**src/rtl/hotel_pkg.sv**
```systemverilog
`default_nettype none
// ============================================================================
//  Module      : hotel_pkg
//  Description : Shared types and rate defaults for the hotel booking engine.
//  Revision    : 1.0 - initial release
// ============================================================================
package hotel_pkg;

    localparam int C_BASE_RATE = 1000;
    localparam int C_AC_RATE   = 500;
    localparam int C_WIFI_RATE = 200;

    // Room entries are stored at these widths; engine parameters must not exceed them.
    localparam int C_ENTRY_ID_W   = 16;
    localparam int C_ENTRY_DAYS_W = 16;
    localparam int C_ENTRY_BILL_W = 32;

    typedef enum logic [2:0] {
        ST_OK        = 3'd0,
        ST_FULL      = 3'd1,
        ST_DUP_ID    = 3'd2,
        ST_NOT_FOUND = 3'd3,
        ST_BAD_REQ   = 3'd4
    } status_e;

    typedef enum logic {
        OP_BOOK     = 1'b0,
        OP_CHECKOUT = 1'b1
    } op_e;

    typedef enum logic [1:0] {
        S_IDLE   = 2'd0,
        S_SCAN   = 2'd1,
        S_COMMIT = 2'd2,
        S_RESP   = 2'd3
    } state_e;

    typedef struct packed {
        logic [C_ENTRY_ID_W-1:0]   id;
        logic                      ac;
        logic                      wifi;
        logic [C_ENTRY_DAYS_W-1:0] days_left;
        logic [C_ENTRY_BILL_W-1:0] bill;
    } room_t;

endpackage
`default_nettype wire

```
**src/rtl/hotel_bill_calc.sv**
```systemverilog
`default_nettype none
// ============================================================================
//  Module      : hotel_bill_calc
//  Description : Nightly rate sum times stay length, saturated to BILL_W bits.
//  Revision    : 1.0 - initial release
// ============================================================================
module hotel_bill_calc
    import hotel_pkg::*;
#(
    parameter int DAYS_W    = 3,
    parameter int BILL_W    = 16,
    parameter int BASE_RATE = C_BASE_RATE,
    parameter int AC_RATE   = C_AC_RATE,
    parameter int WIFI_RATE = C_WIFI_RATE
) (
    input  logic              i_ac,
    input  logic              i_wifi,
    input  logic [DAYS_W-1:0] i_days,
    output logic [BILL_W-1:0] o_bill
);

    localparam int PROD_W = 32 + DAYS_W;

    logic [31:0]       w_rate;
    logic [PROD_W-1:0] w_prod;
    logic              w_ovf;

    always_comb begin
        w_rate = 32'(BASE_RATE)
               + (i_ac   ? 32'(AC_RATE)   : 32'd0)
               + (i_wifi ? 32'(WIFI_RATE) : 32'd0);
        w_prod = PROD_W'(w_rate) * PROD_W'(i_days);
        w_ovf  = |w_prod[PROD_W-1:BILL_W];
        o_bill = w_ovf ? {BILL_W{1'b1}} : w_prod[BILL_W-1:0];
    end

endmodule
`default_nettype wire

```
**src/rtl/hotel_booking_engine.sv**
```systemverilog
`default_nettype none
// ============================================================================
//  Module      : hotel_booking_engine
//  Description : Sequential room-reservation engine with billing and nightly expiry.
//  Revision    : 1.0 - initial release
// ============================================================================
module hotel_booking_engine
    import hotel_pkg::*;
#(
    parameter int NUM_ROOMS = 8,
    parameter int ID_W      = 4,
    parameter int DAYS_W    = 3,
    parameter int BILL_W    = 16,
    parameter int BASE_RATE = C_BASE_RATE,
    parameter int AC_RATE   = C_AC_RATE,
    parameter int WIFI_RATE = C_WIFI_RATE,
    localparam int RIDX_W   = $clog2(NUM_ROOMS)
) (
    input  logic                 clk,
    input  logic                 rst_n,
    input  logic                 req_valid,
    output logic                 req_ready,
    input  logic                 req_op,
    input  logic [ID_W-1:0]      req_id,
    input  logic                 req_ac,
    input  logic                 req_wifi,
    input  logic [DAYS_W-1:0]    req_days,
    output logic                 resp_valid,
    input  logic                 resp_ready,
    output logic [2:0]           resp_status,
    output logic [RIDX_W-1:0]    resp_room,
    output logic [BILL_W-1:0]    resp_bill,
    input  logic                 night_tick,
    output logic [NUM_ROOMS-1:0] room_occupied,
    output logic [RIDX_W:0]      occ_count,
    output logic                 tick_overrun
);

    localparam int CNT_W = RIDX_W + 1;

    state_e              r_state;
    logic [RIDX_W-1:0]   r_scan_idx;
    op_e                 r_op;
    logic [ID_W-1:0]     r_id;
    logic                r_ac;
    logic                r_wifi;
    logic [DAYS_W-1:0]   r_days;
    logic                r_free_found;
    logic [RIDX_W-1:0]   r_free_idx;
    logic                r_match_found;
    logic [RIDX_W-1:0]   r_match_idx;
    room_t               r_table [NUM_ROOMS];
    logic                r_tick_pending;
    logic                r_tick_overrun;
    logic                r_resp_valid;
    status_e             r_resp_status;
    logic [RIDX_W-1:0]   r_resp_room;
    logic [BILL_W-1:0]   r_resp_bill;
    logic [NUM_ROOMS-1:0] r_occ_map;
    logic [CNT_W-1:0]    r_occ_cnt;

    logic                w_ready;
    logic                w_accept;
    logic                w_tick_now;
    logic                w_scan_occ;
    logic                w_scan_hit;
    logic [BILL_W-1:0]   w_bill;
    status_e             w_status;
    logic [RIDX_W-1:0]   w_room;
    logic [BILL_W-1:0]   w_out_bill;
    logic [NUM_ROOMS-1:0] w_occ_map;
    logic [CNT_W-1:0]    w_occ_cnt;

    hotel_bill_calc #(
        .DAYS_W    (DAYS_W),
        .BILL_W    (BILL_W),
        .BASE_RATE (BASE_RATE),
        .AC_RATE   (AC_RATE),
        .WIFI_RATE (WIFI_RATE)
    ) u_bill_calc (
        .i_ac   (r_ac),
        .i_wifi (r_wifi),
        .i_days (r_days),
        .o_bill (w_bill)
    );

    // A tick seen in IDLE (fresh or pending) owns the table this cycle, so no request is taken.
    assign w_ready    = rst_n && (r_state == S_IDLE) && !r_tick_pending && !night_tick;
    assign w_accept   = req_valid && w_ready;
    assign w_tick_now = (r_state == S_IDLE) && (night_tick || r_tick_pending);

    assign w_scan_occ = (r_table[r_scan_idx].id != '0);
    assign w_scan_hit = w_scan_occ && (r_table[r_scan_idx].id == C_ENTRY_ID_W'(r_id));

    always_comb begin
        w_status   = ST_OK;
        w_room     = '0;
        w_out_bill = '0;
        if (r_op == OP_BOOK) begin
            if ((r_id == '0) || (r_days == '0)) begin
                w_status = ST_BAD_REQ;
            end else if (r_match_found) begin
                w_status = ST_DUP_ID;
            end else if (!r_free_found) begin
                w_status = ST_FULL;
            end else begin
                w_room     = r_free_idx;
                w_out_bill = w_bill;
            end
        end else begin
            if (r_id == '0) begin
                w_status = ST_BAD_REQ;
            end else if (!r_match_found) begin
                w_status = ST_NOT_FOUND;
            end else begin
                w_room     = r_match_idx;
                w_out_bill = r_table[r_match_idx].bill[BILL_W-1:0];
            end
        end
    end

    always_ff @(posedge clk) begin
        if (!rst_n) begin
            r_state        <= S_IDLE;
            r_scan_idx     <= '0;
            r_op           <= OP_BOOK;
            r_id           <= '0;
            r_ac           <= 1'b0;
            r_wifi         <= 1'b0;
            r_days         <= '0;
            r_free_found   <= 1'b0;
            r_free_idx     <= '0;
            r_match_found  <= 1'b0;
            r_match_idx    <= '0;
            r_tick_pending <= 1'b0;
            r_tick_overrun <= 1'b0;
            r_resp_valid   <= 1'b0;
            r_resp_status  <= ST_OK;
            r_resp_room    <= '0;
            r_resp_bill    <= '0;
            for (int i = 0; i < NUM_ROOMS; i++) begin
                r_table[i] <= '0;
            end
        end else begin
            if (w_tick_now) begin
                r_tick_pending <= 1'b0;
                if (night_tick && r_tick_pending) begin
                    r_tick_overrun <= 1'b1;
                end
                for (int i = 0; i < NUM_ROOMS; i++) begin
                    if (r_table[i].id != '0) begin
                        if (r_table[i].days_left <= C_ENTRY_DAYS_W'(1)) begin
                            r_table[i] <= '0;
                        end else begin
                            r_table[i].days_left <= r_table[i].days_left - C_ENTRY_DAYS_W'(1);
                        end
                    end
                end
            end else if (night_tick) begin
                if (r_tick_pending) begin
                    r_tick_overrun <= 1'b1;
                end else begin
                    r_tick_pending <= 1'b1;
                end
            end

            case (r_state)
                S_IDLE: begin
                    if (w_accept) begin
                        r_op          <= op_e'(req_op);
                        r_id          <= req_id;
                        r_ac          <= req_ac;
                        r_wifi        <= req_wifi;
                        r_days        <= req_days;
                        r_scan_idx    <= '0;
                        r_free_found  <= 1'b0;
                        r_free_idx    <= '0;
                        r_match_found <= 1'b0;
                        r_match_idx   <= '0;
                        r_state       <= S_SCAN;
                    end
                end
                S_SCAN: begin
                    if (w_scan_hit) begin
                        r_match_found <= 1'b1;
                        r_match_idx   <= r_scan_idx;
                    end
                    if (!w_scan_occ && !r_free_found) begin
                        r_free_found <= 1'b1;
                        r_free_idx   <= r_scan_idx;
                    end
                    if (r_scan_idx == RIDX_W'(NUM_ROOMS - 1)) begin
                        r_state <= S_COMMIT;
                    end else begin
                        r_scan_idx <= r_scan_idx + RIDX_W'(1);
                    end
                end
                S_COMMIT: begin
                    if (w_status == ST_OK) begin
                        if (r_op == OP_BOOK) begin
                            r_table[w_room] <= '{
                                id:        C_ENTRY_ID_W'(r_id),
                                ac:        r_ac,
                                wifi:      r_wifi,
                                days_left: C_ENTRY_DAYS_W'(r_days),
                                bill:      C_ENTRY_BILL_W'(w_bill)
                            };
                        end else begin
                            r_table[w_room] <= '0;
                        end
                    end
                    r_resp_valid  <= 1'b1;
                    r_resp_status <= w_status;
                    r_resp_room   <= w_room;
                    r_resp_bill   <= w_out_bill;
                    r_state       <= S_RESP;
                end
                S_RESP: begin
                    if (resp_ready) begin
                        r_resp_valid  <= 1'b0;
                        r_resp_status <= ST_OK;
                        r_resp_room   <= '0;
                        r_resp_bill   <= '0;
                        r_state       <= S_IDLE;
                    end
                end
                default: r_state <= S_IDLE;
            endcase
        end
    end

    always_comb begin
        w_occ_map = '0;
        w_occ_cnt = '0;
        for (int i = 0; i < NUM_ROOMS; i++) begin
            w_occ_map[i] = (r_table[i].id != '0);
            w_occ_cnt    = w_occ_cnt + CNT_W'(w_occ_map[i]);
        end
    end

    always_ff @(posedge clk) begin
        if (!rst_n) begin
            r_occ_map <= '0;
            r_occ_cnt <= '0;
        end else begin
            r_occ_map <= w_occ_map;
            r_occ_cnt <= w_occ_cnt;
        end
    end

    assign req_ready     = w_ready;
    assign resp_valid    = r_resp_valid;
    assign resp_status   = r_resp_status;
    assign resp_room     = r_resp_room;
    assign resp_bill     = r_resp_bill;
    assign room_occupied = r_occ_map;
    assign occ_count     = r_occ_cnt;
    assign tick_overrun  = r_tick_overrun;

endmodule
`default_nettype wire
```
**config.mk**
```make
export PLATFORM = sky130hd
export DESIGN_NAME = hotel_booking_engine
export DESIGN_NICKNAME = d
export VERILOG_FILES = /design/src/rtl/hotel_pkg.sv /design/src/rtl/hotel_bill_calc.sv /design/src/rtl/hotel_booking_engine.sv
export SDC_FILE = /design/constraint.sdc
export NUM_CORES = 1
export LEC_CHECK = 0
export BUFFER_PORTS_ARGS = -buffer_cell sky130_fd_sc_hd__buf_2
export CAP_MARGIN = 0
export CORE_UTILIZATION = 30
export CTS_BUF_LIST = sky130_fd_sc_hd__clkbuf_16
export CTS_CLUSTER_SIZE = 12
export DETAILED_ROUTE_END_ITERATION = 12
export PLACE_DENSITY = 0.56
export SYNTH_ARGS = -nofsm -noshare
export SYNTH_HDL_FRONTEND = slang
export SYNTH_HIERARCHICAL = 1
export SYNTH_SLANG_ARGS = --single-unit
```
**constraint.sdc**
```tcl
create_clock -name clk -period 3.4 [get_ports clk]
set_input_delay 0.68 -clock clk [delete_from_list [all_inputs] [get_ports clk]]
set_output_delay 0.68 -clock clk [all_outputs]
set_load 0.03 [all_outputs]
```
==> key figures <==
Global routing
  • Largest net degree at the start of global routing: 49
  • Vias in the first global route: 12660
  • Gr usage total: 15.43%
  • Initial antenna violation count: 2
  • GRT Residual Overflow: 0
  • First-pass GRT wire length: 69.10 mm

Status
  • Status: finished clean

Finish
  • Final Non-Filler Cells: 2531
  • Share of cells above drive strength 1: 14.59%
  • Final nets: 1820
  • # fillers: 5559
  • Layout area overhead: 16.84%

Timing
  • RSZ-0062 raised after global routing: yes
  • Final clock skew: 0.02880 ns
  • Slew headroom: 29.72%
  • Fin crit share: 97.18%
  • Fin crit period: 3.304 ns
  • Maximum clock rate: 302.7 MHz
  • Worst-Margin Slew: 1.050 ns
  • Slew Viols, Final: 0
  • Final Hold Viols: 0
  • Final setup fails: 0

Pwr
  • Max VDD drop: 0.3371 mV
  • LEAKAGE: 0.007105 uW
  • Total power draw: 15090 uW
  • Pwr dens: 761.7 mW/mm^2

Setup path
  • Max FO, Critical Path: 4
  • Flop-to-flop setup slack: 0.1 ns
  • Crit path DAT: 3.71 ns
  • Slowest cell delay on critical path: 0.54 ns
  • Type of the worst setup path: reg -> reg
  • CP startpoint kind: flip-flop
  • Critical path, cell by cell: buf_6, ha_4, nor2_4, xor2_2, nand2_1, fa_1, inv_2, ha_4, nor2b_4, o31a_1, o21ai_2, o21ai_1, xor2_1, buf_4, nor2_2, a211oi_1, a21oi_1, nor2_1
  • Critical Path RT: 3.81 ns
  • CP max stage cell: fa_1
  • Worst path most repeated cell: ha_4
  • Crit end category: flip-flop

Logic synthesis
  • Mapped Area: 0.01696 sq mm
  • Xor-xnor portion of the synthesized cell area: 4.080%
  • Seq/Total Area, Yosys: 52.65%
  • Synth area leaders: edfxtp_1 33%, dfxtp_1 20%, nor2_1 8.5%
  • #FFs+latches synth: 354
  • Adder-Cell Fraction of Synth Area: 4.516%
  • Yosys top cell by area: edfxtp_1
  • Compound-Gate Fraction of Synth Area: 9.356%
  • Yosys top cell area share: 32.58%
  • Syn Inst Count: 1664
  • Ys Warns: 6
  • Mux cell area share after synthesis: 7.223%
  • Synth Area in Simple Gates: 19.16%
  • Largest family of logic cells by synthesized area: simple AND/OR/NAND/NOR gates
  • Library cells used by synthesis: 67
  • Mean Syn Cell Area: 10.19 sq um
  • EDFF count, synth: 184
  • Ys flop type: edfxtp_1
  • Async set or reset register ratio after synthesis: 0%

Routing
  • Remaining antenna violation count: 0
  • Total routed wirelength: 44.07 mm
  • DRC viols: 0
  • DR WL/cell: 17.41 um
  • DR vias: 12764
  • First DRT Iteration DRCs: 932
  • Vias per Instance: 5.043
  • TritonRoute pass-1 iters: 5

CTS
  • CTS HTree Levels: 2
  • Clock sink count: 354
  • Clock Latency Late Sink: 0.55 ns
  • Post-CTS Hold Buffers: 0
  • CTS tree: done
  • CTS Buf Count: 39
  • Clock transition at the registers of the reported paths: 0.06 ns
  • Clock buffer depth: 3
  • CTS root buf: clkbuf_16

Floorplan
  • Core area: 0.05552 sq mm
  • Std-Cell Rows: 86
  • DIE AREA: 0.05748 sq mm
  • I/O pin total: 52
  • Die W: 239.8 um
  • Die Ht: 239.8 um
  • Initial Util: 30.54%

Place
  • Final Wtd Congestion: 0.8225
  • Final HPWL DP: 28.75 mm
  • Dpl cells: 2456
  • Port bufs: 51

Hold path
  • Class of the worst hold path: in -> reg

Run
  • Max_cap viols: 0
worst paths after layout:
path                                                  start                     endpoint  cells past startpoint
worst max register to register          r_wifi$_SDFFE_PN0P_   resp_bill[12]$_SDFFE_PN0P_                     18
worst min register to register  r_table[3][23]$_SDFFE_PP0P_  r_table[3][23]$_SDFFE_PP0P_                      2
worst min-delay path                              req_id[1]         r_id[1]$_SDFFE_PN0P_                      3
worst max-delay path                    r_wifi$_SDFFE_PN0P_   resp_bill[12]$_SDFFE_PN0P_                     18
per-layer routing:
metal	wire (um)	GRT usage (%)
met3	2215	2.155
met1	19570	20.13
met4	1455	6.235
met5	0	0
met2	20830	25.64
sequential cells by signal, summed over array words and instances, names as in the netlist, 2 cells and up, named ones only:
name / count
occ_count: 4
r_days: 3
r_free_idx: 3
r_id: 4
r_match_idx: 3
r_scan_idx: 3
r_state: 2
r_table: 288
resp_bill: 16
resp_room: 3
resp_status: 3
room_occupied: 8
placed cells by master (no fill, tap or decap), types with 10 or more instances in the layout:
cell / instances
nor2_1: 383
a21oi_1: 80
dfxtp_1: 167
mux4_2: 38
o22ai_1: 18
nor4_1: 32
ha_1: 38
xor2_1: 32
nand2b_1: 16
inv_1: 63
xnor2_1: 44
a311oi_1: 16
buf_2: 51
o21ai_0: 51
a31oi_1: 10
buf_4: 61
nor2b_1: 12
fa_1: 11
a22oi_1: 10
nor3_1: 44
edfxtp_1: 184
a211oi_1: 17
clkbuf_16: 40
nand2_1: 118
nand3_1: 37
mux2i_1: 29
metrics by stage:
stage	cell area, sq um	hold slack [ns]	setup slack [ns]	utilization (%)	TNS [ns]
floorplan	16970	0.4360	0.06455	-	0
global placement	18440	0.4433	0.03276	33.20	0
detailed placement	18440	0.4477	-0.09485	33.20	-1.421
CTS	19670	0.3620	0.03504	35.43	0
global route	19810	0.3804	-0.008022	35.68	-0.008022
finish	19810	0.3777	0.09592	35.69	0
critical path: cells and delay by family (launching register included):
family / cells / cell delay (ns)
AO/OA/AOI/OAI: 5 / 0.73
buffers and inverters: 3 / 0.34
adder cells (fa/ha/maj): 3 / 0.93
AND/OR/NAND/NOR: 5 / 0.48
XOR/XNOR: 2 / 0.35
flip-flops: 1 / 0.33
synthesized netlist by cell type (all sizes together), types with 38 or more instances:
cell type,n
a21oi,82
nor2,385
inv,51
xnor2,46
nor3,45
edfxtp,184
ha,42
clkbuf,51
dfxtp,170
o21ai,60
mux4,38
nand2,122
cell families (layout without fill, tap and decap cells):
family | count (synthesis) | after routing
AO/OA/AOI/OAI | 254 | 254
XOR/XNOR | 79 | 79
AND/OR/NAND/NOR | 721 | 721
flip-flops | 354 | 354
other | 1 | 5
buffers and inverters | 127 | 242
adder cells (fa/ha/maj) | 54 | 54
multiplexers | 74 | 74
what timing repair did:
item / CTS / global route
resized for setup: 5 / 29
endpoints found under the hold margin: 0 / 0
buffers inserted: 1 / 1
pin swaps: 1 / 11
setup endpoints to repair: 30 / 41
final cells by class:
cell class                      instances  area, sq um  share of cell area (%)
Timing Repair Buffer                  118        824.5                   4.161
Tap cell                              748        935.9                   4.723
Clock inverter                         32        200.2                   1.010
Antenna cell                            1        2.502                 0.01263
Sequential cell                       354         8935                   45.09
Multi-Input combinational cell       1186         7720                   38.96
Clock buffer                           40         1001                   5.052
Inverter                               52        195.2                  0.9851
power by group:
part / switching, uW / internal [uW]
logic: 2860 / 1870
registers: 704 / 5670
clock network: 1710 / 2280
Power figures use the tool's default switching activity.
